--- config.mk ---
export PLATFORM = sky130hd
export DESIGN_NAME = voxel_fetch
export DESIGN_NICKNAME = d
export VERILOG_FILES = /design/src/rtl/voxel_fetch.sv
export SDC_FILE = /design/constraint.sdc
export NUM_CORES = 1
export LEC_CHECK = 0
export ABC_AREA = 1
export CORE_UTILIZATION = 60
export CTS_CLUSTER_DIAMETER = 120
export DETAILED_ROUTE_END_ITERATION = 8
export PLACE_DENSITY = 0.81
export SYNTH_ARGS = -nofsm -noshare
export SYNTH_HDL_FRONTEND = slang
export SYNTH_SLANG_ARGS = --single-unit
--- constraint.sdc ---
create_clock -name clock -period 4.9 [get_ports clock]
set_clock_uncertainty 0.05 [all_clocks]
set_input_delay 0.49 -clock clock [delete_from_list [all_inputs] [get_ports clock]]
set_output_delay 0.49 -clock clock [all_outputs]
set_load 0.05 [all_outputs]
--- src/rtl/voxel_fetch.sv ---
// ----------------------------------------------------------------------------
// voxel_fetch
//
// Streams a contiguous array of 32-bit voxel words from memory into a small
// output FIFO. A one-cycle start latches the byte base address and word count.
// The block then issues pipelined Avalon-MM reads (one word per accepted read)
// and pushes returned words into the FIFO, where a valid/ready consumer drains
// them. A credit rule stops the FIFO from overflowing. The rule is that reads
// in flight plus words already buffered never exceed the FIFO depth.
//
// Parameters
//   FIFO_DEPTH       output FIFO depth in words (power of two, 2..64)
//   MAX_OUTSTANDING  maximum reads in flight (1..FIFO_DEPTH)
//
// Ports
//   clock            rising-edge clock
//   reset            asynchronous active-low reset
//   start            one-cycle fetch trigger, honoured only when idle
//   base_addr        byte address of the voxel array
//   count            number of 32-bit words to fetch (0 is legal)
//   busy             fetch in progress
//   done             one-cycle pulse on completion
//   m1_*             Avalon-MM pipelined read master
//   vox_data         FIFO head word (zero while the FIFO is empty)
//   vox_valid        FIFO non-empty
//   vox_ready        downstream accepts the head word
// ----------------------------------------------------------------------------
module voxel_fetch #(
  parameter int FIFO_DEPTH      = 8,
  parameter int MAX_OUTSTANDING = 4
) (
  input  logic        clock,
  input  logic        reset,
  input  logic        start,
  input  logic [31:0] base_addr,
  input  logic [31:0] count,
  output logic        busy,
  output logic        done,
  output logic [31:0] m1_address,
  output logic        m1_read,
  input  logic        m1_waitrequest,
  input  logic [31:0] m1_readdata,
  input  logic        m1_readdatavalid,
  output logic [31:0] vox_data,
  output logic        vox_valid,
  input  logic        vox_ready
);

  localparam int PTR_W  = $clog2(FIFO_DEPTH);
  localparam int USED_W = PTR_W + 1;

  typedef enum logic [1:0] {
    IDLE  = 2'd0,
    ISSUE = 2'd1,
    DRAIN = 2'd2
  } state_t;

  state_t r_state;
  state_t w_next_state;

  // Latched fetch parameters and progress counters
  logic [31:0] r_base;
  logic [31:0] r_count;
  logic [31:0] r_issued;
  logic [31:0] r_received;
  logic [31:0] r_outstanding;

  // Output FIFO storage and bookkeeping
  logic [31:0]       r_mem [FIFO_DEPTH];
  logic [PTR_W-1:0]  r_wr_ptr;
  logic [PTR_W-1:0]  r_rd_ptr;
  logic [USED_W-1:0] r_used;

  logic        w_start_ok;
  logic        w_accept;
  logic        w_rsp;
  logic        w_pop;
  logic        w_can_issue;
  logic        w_last_issue;
  logic        w_drained;
  logic [32:0] w_credit;

  // Handshake qualifiers. Responses that arrive while idle are stale. They
  // come from a fetch that a reset abandoned, so they are dropped.
  assign w_start_ok = (r_state == IDLE) && start;
  assign w_accept   = m1_read && !m1_waitrequest;
  assign w_rsp      = m1_readdatavalid && (r_state != IDLE);
  assign w_pop      = vox_valid && vox_ready;

  // FIFO space is reserved when a read is issued, not when its data returns.
  // A returning word therefore always finds a free slot. A response moves one
  // credit from outstanding to used, so the sum cannot rise while a request
  // waits. m1_read stays asserted through waitrequest.
  assign w_credit    = {1'b0, r_outstanding} + 33'(r_used);
  assign w_can_issue = (r_issued < r_count) &&
                       (r_outstanding < 32'(MAX_OUTSTANDING)) &&
                       (w_credit < 33'(FIFO_DEPTH));

  assign w_last_issue = w_accept && ((r_issued + 32'd1) == r_count);
  assign w_drained    = (r_received == r_count) &&
                        (r_outstanding == 32'd0) &&
                        (r_used == '0);

  // The address is derived from registered state only, so it holds naturally
  // while the slave stalls. The 32-bit add wraps past the top of memory.
  assign m1_address = r_base + {r_issued[29:0], 2'b00};

  assign busy      = (r_state != IDLE);
  assign vox_valid = (r_used != '0);
  assign vox_data  = vox_valid ? r_mem[r_rd_ptr] : 32'd0;

  // State register
  always_ff @(posedge clock or negedge reset) begin
    if (!reset) begin
      r_state <= IDLE;
    end else begin
      r_state <= w_next_state;
    end
  end

  // Next-state logic plus the read strobe and the completion pulse
  always_comb begin
    w_next_state = r_state;
    m1_read      = 1'b0;
    done         = 1'b0;
    case (r_state)
      IDLE: begin
        if (start) begin
          w_next_state = (count == 32'd0) ? DRAIN : ISSUE;
        end
      end
      ISSUE: begin
        m1_read = w_can_issue;
        if (w_last_issue) begin
          w_next_state = DRAIN;
        end
      end
      DRAIN: begin
        if (w_drained) begin
          done         = 1'b1;
          w_next_state = IDLE;
        end
      end
      default: begin
        w_next_state = IDLE;
      end
    endcase
  end

  // Fetch parameters and progress counters. A start clears the counters, and
  // that includes any in-flight count left by an abandoned fetch.
  always_ff @(posedge clock or negedge reset) begin
    if (!reset) begin
      r_base        <= 32'd0;
      r_count       <= 32'd0;
      r_issued      <= 32'd0;
      r_received    <= 32'd0;
      r_outstanding <= 32'd0;
    end else if (w_start_ok) begin
      r_base        <= base_addr;
      r_count       <= count;
      r_issued      <= 32'd0;
      r_received    <= 32'd0;
      r_outstanding <= 32'd0;
    end else begin
      if (w_accept) begin
        r_issued <= r_issued + 32'd1;
      end
      if (w_rsp) begin
        r_received <= r_received + 32'd1;
      end
      case ({w_accept, w_rsp})
        2'b10:   r_outstanding <= r_outstanding + 32'd1;
        2'b01:   r_outstanding <= r_outstanding - 32'd1;
        default: r_outstanding <= r_outstanding;
      endcase
    end
  end

  // FIFO storage has no reset. Nothing reads it while the FIFO is empty.
  always_ff @(posedge clock) begin
    if (w_rsp) begin
      r_mem[r_wr_ptr] <= m1_readdata;
    end
  end

  // FIFO pointers and occupancy. A push and a pop in the same cycle cancel.
  always_ff @(posedge clock or negedge reset) begin
    if (!reset) begin
      r_wr_ptr <= '0;
      r_rd_ptr <= '0;
      r_used   <= '0;
    end else begin
      if (w_rsp) begin
        r_wr_ptr <= r_wr_ptr + PTR_W'(1);
      end
      if (w_pop) begin
        r_rd_ptr <= r_rd_ptr + PTR_W'(1);
      end
      case ({w_rsp, w_pop})
        2'b10:   r_used <= r_used + USED_W'(1);
        2'b01:   r_used <= r_used - USED_W'(1);
        default: r_used <= r_used;
      endcase
    end
  end

endmodule

# After elaboration in Yosys (flattened, before gate mapping)

Memory sizes are Yosys's and may differ from the RTL's.
Cells that the tools add are included.

Shift operators: 0
Multipliers: 0
Add/sub/neg operators: 10
Eq/ne operators: 11
Bitwise gates (word level): 0
Muxes and demuxes: 18
Reduce and logical (&&, ||, !) cells: 21
$lt $le $gt $ge: 3
Divide/modulo/power cells: 0

Operator list:

| cell                    | count |
|---|---|
| $mux W32                | 6 |
| $add A32 B1 Y32 const B | 3 |
| $eq A32 B32 Y1          | 2 |
| $logic_not A32 Y1       | 2 |
| $pmux W32 S2            | 1 |
| $add A32 B4 Y33         | 1 |
| $lt A33 B4 Y1 const B   | 1 |
| $add A32 B32 Y32        | 1 |
| $lt A32 B3 Y1 const B   | 1 |
| $lt A32 B32 Y1          | 1 |
| $sub A32 B1 Y32 const B | 1 |
| $logic_and A1 B1 Y1     | 9 |
| $mux W2                 | 4 |
| $pmux W4 S2             | 1 |
| $reduce_bool A2 Y1      | 4 |
| $add A3 B1 Y3 const B   | 2 |
| $eq A2 B1 Y1 const B    | 3 |
| $eq A2 B2 Y1 const B    | 3 |
| $ne A2 B2 Y1 const B    | 3 |
| $pmux W2 S3             | 1 |
| $mux W1                 | 5 |
| $add A4 B1 Y4 const B   | 1 |
| $logic_not A4 Y1        | 1 |
| $reduce_bool A4 Y1      | 1 |
| 5 further kinds         | 5 |

Latch bits: 0
Memories kept: 1
Output and inout bits: 68
Bits in registers: 172
Memory bits (read-only): 0
Memory bits (writable): 256

Memories:

| name  | depth | bits a word | read ports | clocked after Yosys merged registers in | write ports | RTL line | source |
|---|---|---|---|---|---|---|---|
| r_mem | 8     | 32          | 1          | 0                                       | 1           | 69       | `logic [31:0] r_mem [FIFO_DEPTH];` |

# Logic depth before layout (Yosys ltp)

Gate-level depths: netlist (run 1).

Word-level depth: 8
Depth in mapped cells: 27

# Least setup slack after synthesis (run 1)

Ideal clock, no wire load.

Path type: reg-to-reg
Start: reg r_outstanding[3]
End: reg r_outstanding[20]
Arrival time: 4.080 ns
Required time: 4.733 ns
Stages on the path, launching flop included: 24
Slack: 0.653 ns
Period minus slack after synthesis: 4.247 ns
Cell sequence: dfrtp_1 ha_1 nand2_1 nor2_2 nand2_1 nand2_2 nand4_1 xnor2_1 nor2_1 nand4_2 nand2_4 inv_1 ha_1 a21oi_1 o21ai_0 a21oi_1 o21ai_1 a21boi_0 o21ai_1 nand2_1 nand2_1 xor2_1 nand2_1 nand2_1

Cells in the longest elaborated chain, start to end: 8

RTL lines:

| item                                                 | RTL line | source |
|---|---|---|
| start: declaration                                   | 66       | `logic [31:0] r_outstanding;` |
| start signal: assignment                             | 173      | `2'b10: r_outstanding <= r_outstanding + 32'd1;` |
| start signal: assignment                             | 174      | `2'b01: r_outstanding <= r_outstanding - 32'd1;` |
| start signal: assignment                             | 175      | `default: r_outstanding <= r_outstanding;` |
| $add A32 B4 Y33 or $lt A32 B3 Y1 (tied branches)     | 94, 96   |  |
| $lt A33 B4 Y1 or $logic_and A1 B1 Y1 (tied branches) | 97, 95   |  |
| $logic_and A1 B1 Y1                                  | 96       | `(r_outstanding < 32'(MAX_OUTSTANDING)) &&` |
| $mux W1                                              | 126      | `case (r_state)` |
| $logic_and A1 B1 Y1                                  | 86       | `assign w_accept = m1_read && !m1_waitrequest;` |
| $eq A2 B1 Y1 or $eq A2 B2 Y1 (tied branches)         | 172      | `case ({w_accept, w_rsp})` |
| $pmux W32 S2                                         | 172      |  |
| $mux W32                                             | 159      | `end else if (w_start_ok) begin` |

Parallel ways exist; a longest one is shown, timed or not.
A chain may end at the register's enable or synchronous reset.

# Final worst setup path (run 1)

Start: reg r_issued[2]
End: out m1_address[25]

Cells in the longest elaborated chain, start to end: 1

RTL lines:

| item                     | RTL line | source |
|---|---|---|
| start: declaration       | 64       | `logic [31:0] r_issued;` |
| start signal: assignment | 167      | `r_issued <= r_issued + 32'd1;` |
| $add A32 B32 Y32         | 106      | `assign m1_address = r_base + {r_issued[29:0], 2'b00};` |
| end: declaration         | 39       | `output logic [31:0] m1_address,` |

No other way between the ends.

==> results of run 1 <==
-- cell type report --
cell class | instances | share of cell area
inverter | 235 | 0.0317
clock buffer | 56 | 0.0435
tap | 518 | 0.0233
sequential | 428 | 0.432
clock inverter | 30 | 0.0134
timing repair buffer | 209 | 0.0724
multi-input combinational | 2045 | 0.384
-- metrics by stage --
step                      area, sq um  power [mW]  utilization  std cells  hold slack (ns)
after floorplan                 23900        9.07            -       2796            0.144
final                           27800        14.8        0.714       3521            0.399
after global routing            27800        15.6        0.714       3521            0.391
after detailed placement        26200        11.1        0.673       3434            0.419
after global placement          26200        11.0        0.673       3434            0.410
after CTS                       27800        14.8        0.714       3521            0.379
-- timing repair --
action	in CTS	in global routing
endpoints found under the setup margin	3	16
hold buffers	1	0
resized for setup	3	15
hold endpoints to repair	76	0
-- sequential cells by signal, summed over array words and instances, names as in the netlist --
name,count
r_count,32
r_base,32
r_wr_ptr,3
r_received,32
r_state,2
r_used,4
r_mem,256
r_outstanding,32
r_rd_ptr,3
r_issued,32
-- power by group --
part           total [mW]  internal [mW]  switching, mW
logic                6.36           2.04           4.32
registers            4.82           4.32          0.499
clock network        3.65           2.15           1.50
total                14.8           8.51           6.32
-- cell usage after synthesis (25+ instances only) --
cell type | count | share of area
dfrtp_1 | 172 | 0.18
nor2_1 | 383 | 0.060
clkbuf_1 | 67 | 0.011
edfxtp_1 | 256 | 0.32
nand3_1 | 113 | 0.024
o21ai_0 | 262 | 0.055
nor4_1 | 25 | 0.0066
nand2_1 | 672 | 0.11
nor3_1 | 37 | 0.0078
a31oi_1 | 40 | 0.010
inv_1 | 226 | 0.036
o22ai_1 | 70 | 0.018
ha_1 | 101 | 0.053
xor2_1 | 59 | 0.022
nand4_1 | 42 | 0.011
a21oi_1 | 99 | 0.021
xnor2_1 | 27 | 0.0099
-- cells in the final DEF, fill, tap and decap left out, drive strengths merged, types with 58 or more instances in the layout --
master / Yosys / final
xor2: 59 / 59
clkbuf: 67 / 58
nand2: 684 / 684
dfrtp: 172 / 172
nor2: 398 / 398
clkdlybuf4s50: 0 / 162
nand3: 118 / 118
edfxtp: 256 / 256
ha: 101 / 101
o22ai: 70 / 70
inv: 233 / 236
o21ai: 280 / 280
a21oi: 99 / 99
-- how the worst min path moves through the flow --
stage,from,end,depth (start not counted)
6_report,base_addr[9],r_base[9],3
5_1_grt,base_addr[24],r_base[24],3
4_1_cts,base_addr[14],r_base[14],3
3_5_place_dp,r_base[1],r_base[1],2
3_3_place_gp,r_base[11],r_base[11],2
2_1_floorplan,reset,r_base[0],0
-- tightest hold or removal path, delay by kind of cell --
kind,cells,cell delay (ns)
buffers and inverters,1,0.40
AND/OR/NAND/NOR,2,0.12
-- per-layer routing --
metal,vias up,wire length [microns]
li1,9871,-
met1,9974,28300
met2,1032,32900
met3,187,5850
met4,2,2680
met5,-,12
-- logic make-up (layout without fill, tap and decap cells) --
family | after synthesis | in the layout | synth area share
xor gates and xnor gates | 88 | 88 | 0.0334
buffers and inverters | 323 | 530 | 0.0529
adders and majority gates | 104 | 104 | 0.0555
AOI/OAI and AO/OA | 531 | 531 | 0.122
DFF | 428 | 428 | 0.502
and+or+nand+nor | 1322 | 1322 | 0.233
==> flow_metrics.py, run 1 <==
metrics = {
    "critical_path": {
        "reg2reg_to": "r_outstanding[26]",
        "max_stage_delay_ns": 0.81,
        "crit_path_end_kind": "output port",
        "path_class": "register to output port",
        "crit_arrival_ns": 4.23,
        "crit_chain": "ha_1, nand3_1, nand2_1, a21oi_1, buf_4, o21ai_0, a21oi_1, o21ai_0, a21oi_1, nor2_1, nand2_1, a21o_1, nand2_1, clkdlybuf4s50_1",
        "reg2reg_from": "r_outstanding[3]",
        "crit_end": "m1_address[25]",
        "worstRegToRegCells": 23,
        "path_max_fanout": 11,
        "start_kind": "register",
        "critPathRequiredTime_ns": 4.36,
        "cp_slowest_cell": "clkdlybuf4s50_1",
        "path_delay_family": "compound AO/OA/AOI/OAI gates",
        "path_depth": 14,
        "regToRegSetupSlack_ns": 0.38,
        "cp_num_buf_inv": 2,
        "startpoint": "r_issued[2]",
    },
    "clock_network": {
        "clockBufferDepth": 3,
        "post-cts-setup-buffer-count": 0,
        "worstSkewPairLatency_ns": 0.60,
        "htreeDepth": 2,
        "cts_buffers": 46,
        "cts_num_sinks": 428,
        "clk_pin_slew_ns": 0.06,
        "cts_root_buf": "clkbuf_16",
        "cts_tree": "yes",
    },
    "min_path": {
        "hp-class": "input pin to register",
    },
    "die": {
        "initial_utilization": 0.613,
        "fp.coreArea_sq_um": 38900,
        "rows": 72,
        "die_w_microns": 201,
        "io_pins": 170,
        "fp.dieH_microns": 201,
        "die_area_sq_um": 40600,
    },
    "job": {
        "maxCapViolCount": 0,
    },
    "place": {
        "routabilityCongestion": 0.959,
        "io_buffer_count": 169,
        "dp_hpwl_microns": 48700,
        "pre_cts_slack_ns": 0.343,
    },
    "sta": {
        "rsz0062_at_grt": "no",
        "hold_viol": 0,
        "finalSetupTns_ns": 0,
        "drv_slew": 0,
        "fmax_ghz": 0.209,
        "layout_setup_ws_ns": 0.125,
        "worst_slew_pin_slew_ns": 0.975,
        "finalCriticalPeriod_ns": 4.77,
        "finalCritPeriodShare": 0.974,
        "slew_headroom": 0.349,
        "setup_viol": 0,
    },
    "global_routing": {
        "overflow": 0,
        "grt_use_met2": 0.557,
        "busiest_layer": "met2",
        "first_global_vias": 20600,
        "antenna_found_initial": 1,
        "grt_use_met1": 0.455,
        "grtUsageTotal": 0.341,
        "grt_pass1_wl_microns": 109000,
        "grt_start_max_net_pins": 114,
        "grtUsageMet3": 0.0500,
    },
    "cells_and_area": {
        "area_growth_pct": 16.5,
        "final-seq-area_sq_um": 12000,
        "fin_nets": 3171,
        "diodes": 0,
        "drive_above_1_share": 0.0603,
        "multi_input_area_sq_um": 10700,
        "fillers": 2960,
    },
    "drt": {
        "routed_wl_microns": 69800,
        "ant_nets": 0,
        "drt-wirelength-per-cell_microns": 19.8,
        "viasPerCell": 5.98,
        "via_count": 21100,
        "dr.pass1.iters": 6,
        "drtIter0Drc": 1913,
        "remaining_drc_errors": 0,
    },
    "pwr": {
        "powerDensity_nw_per_um2": 533,
        "p_leak_nw": 11.8,
        "ir_drop_v": 0.000722,
    },
    "yosys": {
        "synth-edff-count": 256,
        "netlist_area_sq_um": 23900,
        "syn_avg_cell_area_sq_um": 8.54,
        "synth_seq_cells": 428,
        "synth-seq-area-share": 0.502,
        "synth_cell_type_count": 54,
        "syn_inst": 2796,
        "postSynth.asyncResetShare": 0.402,
        "synth_nets": 3002,
        "synth_ff_type": "edfxtp_1",
        "yosysWarningCount": 0,
    },
    "status": {
        "status": "finished clean",
    },
}
Note: power is estimated with default switching activity, not from simulation.
==> run 2: changes to the inputs <==
--- a/config.mk
+++ b/config.mk
@@ -5,11 +5,10 @@
 export SDC_FILE = /design/constraint.sdc
 export NUM_CORES = 1
 export LEC_CHECK = 0
-export ABC_AREA = 1
-export CORE_UTILIZATION = 60
+export CORE_UTILIZATION = 59
 export CTS_CLUSTER_DIAMETER = 120
 export DETAILED_ROUTE_END_ITERATION = 8
-export PLACE_DENSITY = 0.81
+export PLACE_DENSITY = 0.8
 export SYNTH_ARGS = -nofsm -noshare
 export SYNTH_HDL_FRONTEND = slang
 export SYNTH_SLANG_ARGS = --single-unit
==> flow_metrics.py, run 2 <==
metrics = {
    "clock_network": {
        "cts_num_sinks": 428,
        "cts_root_buf": "clkbuf_16",
        "worstSkewPairLatency_ns": 0.58,
        "htreeDepth": 2,
        "cts_tree": "yes",
        "clk_pin_slew_ns": 0.06,
        "clockBufferDepth": 3,
        "cts_buffers": 45,
    },
    "critical_path": {
        "path_delay_family": "compound AO/OA/AOI/OAI gates",
        "crit_arrival_ns": 4.16,
        "path_class": "register to output port",
        "critPathRequiredTime_ns": 4.36,
        "crit_path_end_kind": "output port",
        "crit_chain": "buf_4, ha_1, a21o_1, a31o_2, a311oi_1, nand3_1, o21a_1, a31oi_1, o21bai_1, xor2_1, clkdlybuf4s50_1",
        "max_stage_delay_ns": 0.85,
        "cp_num_buf_inv": 2,
        "start_kind": "register",
        "path_max_fanout": 9,
        "cp_slowest_cell": "clkdlybuf4s50_1",
    },
    "yosys": {
        "synth-seq-area-share": 0.534,
        "yosysTopAreaCellShare": 0.343,
        "yosysWarningCount": 0,
        "synth_cell_type_count": 76,
        "postSynth.asyncResetShare": 0.402,
        "synth_seq_cells": 428,
        "syn_avg_cell_area_sq_um": 11.6,
        "synthTopCellsByArea": "edfxtp_1, dfrtp_1, mux4_2",
        "synth_top_cell_by_area": "edfxtp_1",
        "synth.top_cells.by_count": "edfxtp_1, nand2_1, dfrtp_1, o21ai_0, nor2_1",
        "synth.most_common_cell": "edfxtp_1",
        "synth_nets": 2135,
        "syn_inst": 1929,
        "synth_ff_type": "edfxtp_1",
        "netlist_area_sq_um": 22400,
        "synth-edff-count": 256,
    },
    "drt": {
        "dr.pass1.iters": 6,
        "routed_wl_microns": 58300,
        "top_layer": "met4",
        "remaining_drc_errors": 0,
        "met1Wirelength_microns": 23300,
        "via_count": 16700,
        "ant_nets": 0,
        "drt-wirelength-per-cell_microns": 21.7,
        "drtIter0Drc": 1432,
        "dr_wl_met3_microns": 4040,
        "dr_wl_met2_microns": 28700,
        "viasPerCell": 6.23,
    },
    "cells_and_area": {
        "largest_reg_flops": 256,
        "drive_above_1_share": 0.122,
        "regMostFlops": "r_mem",
        "final_common_cell": "edfxtp_1",
        "final_cell_mix": "edfxtp_1, nand2_1, dfrtp_1, clkdlybuf4s50_1, o21ai_0",
        "fin_nets": 2340,
        "area_growth_pct": 19.2,
        "fin_area_sq_um": 26700,
        "diodes": 0,
    },
    "sta": {
        "rsz0062_at_grt": "yes",
        "slew_headroom": 0.191,
        "finalCriticalPeriod_ns": 4.70,
        "hold_viol": 0,
        "fmax_ghz": 0.213,
        "finalCritPeriodShare": 0.959,
        "drv_slew": 0,
        "worst_slew_pin_slew_ns": 1.20,
        "hold_ws_ns": 0.317,
        "setup_viol": 0,
        "layout_setup_ws_ns": 0.202,
    },
    "global_routing": {
        "grt_pass1_wl_microns": 89800,
        "grtUsageTotal": 0.302,
        "grt_start_max_net_pins": 140,
        "first_global_vias": 16500,
        "overflow": 0,
        "antenna_found_initial": 0,
    },
    "place": {
        "dp_hpwl_microns": 38600,
        "routabilityCongestion": 0.950,
        "pre_cts_slack_ns": -0.0730,
        "io_buffer_count": 169,
        "postPlaceCellArea_sq_um": 25000,
    },
    "pwr": {
        "p_leak_nw": 10.7,
        "switching_share": 0.408,
        "clock_power_share": 0.218,
        "powerDensity_nw_per_um2": 606,
        "power.net_switching_mw": 6.61,
        "p_comb_frac": 0.450,
        "ir_drop_v": 0.000621,
        "p_int_mw": 9.59,
        "seqPwrFrac": 0.332,
    },
    "die": {
        "die_area_sq_um": 38800,
        "io_pins": 170,
        "rows": 71,
        "fp.coreArea_sq_um": 37600,
        "fp.dieH_microns": 197,
        "die_w_microns": 197,
        "initial_utilization": 0.597,
    },
    "min_path": {
        "hp-class": "input pin to asynchronous set/reset pin",
    },
    "status": {
        "status": "finished clean",
    },
    "job": {
        "maxCapViolCount": 0,
    },
}
[run 2: cell type report]
| class | instances | area, sq um |
|---|---|---|
| timing repair buffer | 244 | 2290 |
| clock inverter | 27 | 345 |
| inverter | 78 | 293 |
| tap | 511 | 639 |
| fill | 2520 | 10800 |
| clock buffer | 56 | 1190 |
| multi-input combinational | 1337 | 9980 |
| sequential | 428 | 12000 |
[run 2: metrics by stage]
step           std cells  utilization  total power [mW]  setup TNS, ns
2_1_floorplan       1929            -              10.2              0
5_1_grt             2681        0.711              17.0        -0.0280
3_3_place_gp        2595        0.667              12.3              0
6_report            2681        0.711              16.2              0
4_1_cts             2679        0.708              16.1              0
3_5_place_dp        2595        0.667              12.5        -0.0730
[run 2: power by group through the flow]
| stage | logic (mW) | clock network, mW | registers, mW |
|---|---|---|---|
| finish | 7.30 | 3.53 | 5.38 |
| global route | 7.83 | 3.69 | 5.47 |
| floorplan | 5.15 | 0 | 5.07 |
| detailed placement | 7.10 | 0 | 5.42 |
| CTS | 7.19 | 3.56 | 5.37 |
| global placement | 6.95 | 0 | 5.36 |
[run 2: what timing repair did]
item                                    CTS  global route
gates resized for setup                   6            36
hold endpoints to repair                 33             0
buffers inserted                          0             2
endpoints found under the setup margin   10            26
hold buffers                              1             0
pin swaps                                 0             7
[run 2: metal layers]
| layer | vias up | global-route usage |
|---|---|---|
| met2 | 770 | 0.505 |
| met5 | - | 0 |
| met3 | 148 | 0.0419 |
| met4 | 0 | 0.138 |
| li1 | 7564 | - |
| met1 | 8210 | 0.395 |
[run 2: path summary, 6_finish.rpt]
check                              start                 to  slack (ns)  cells past startpoint
max                         r_issued[12]     m1_address[27]        0.20                     11
min                                reset  r_outstanding[13]        0.32                      2
max reg2reg                  r_count[27]  r_outstanding[25]        0.23                     22
min reg2reg                    r_base[1]          r_base[1]        0.43                      2
max in group asynchronous          reset         r_base[23]        3.38                      3
min in group clock         base_addr[31]         r_base[31]        0.40                      3
[run 2: logic make-up after synthesis]
logic type / after synthesis / synth area share
buffers and inverters: 164 / 0.0294
xor gates and xnor gates: 160 / 0.0631
AOI/OAI and AO/OA: 369 / 0.102
and+or+nand+nor: 601 / 0.131
adders and majority gates: 104 / 0.0590
muxes: 103 / 0.0817
DFF: 428 / 0.534
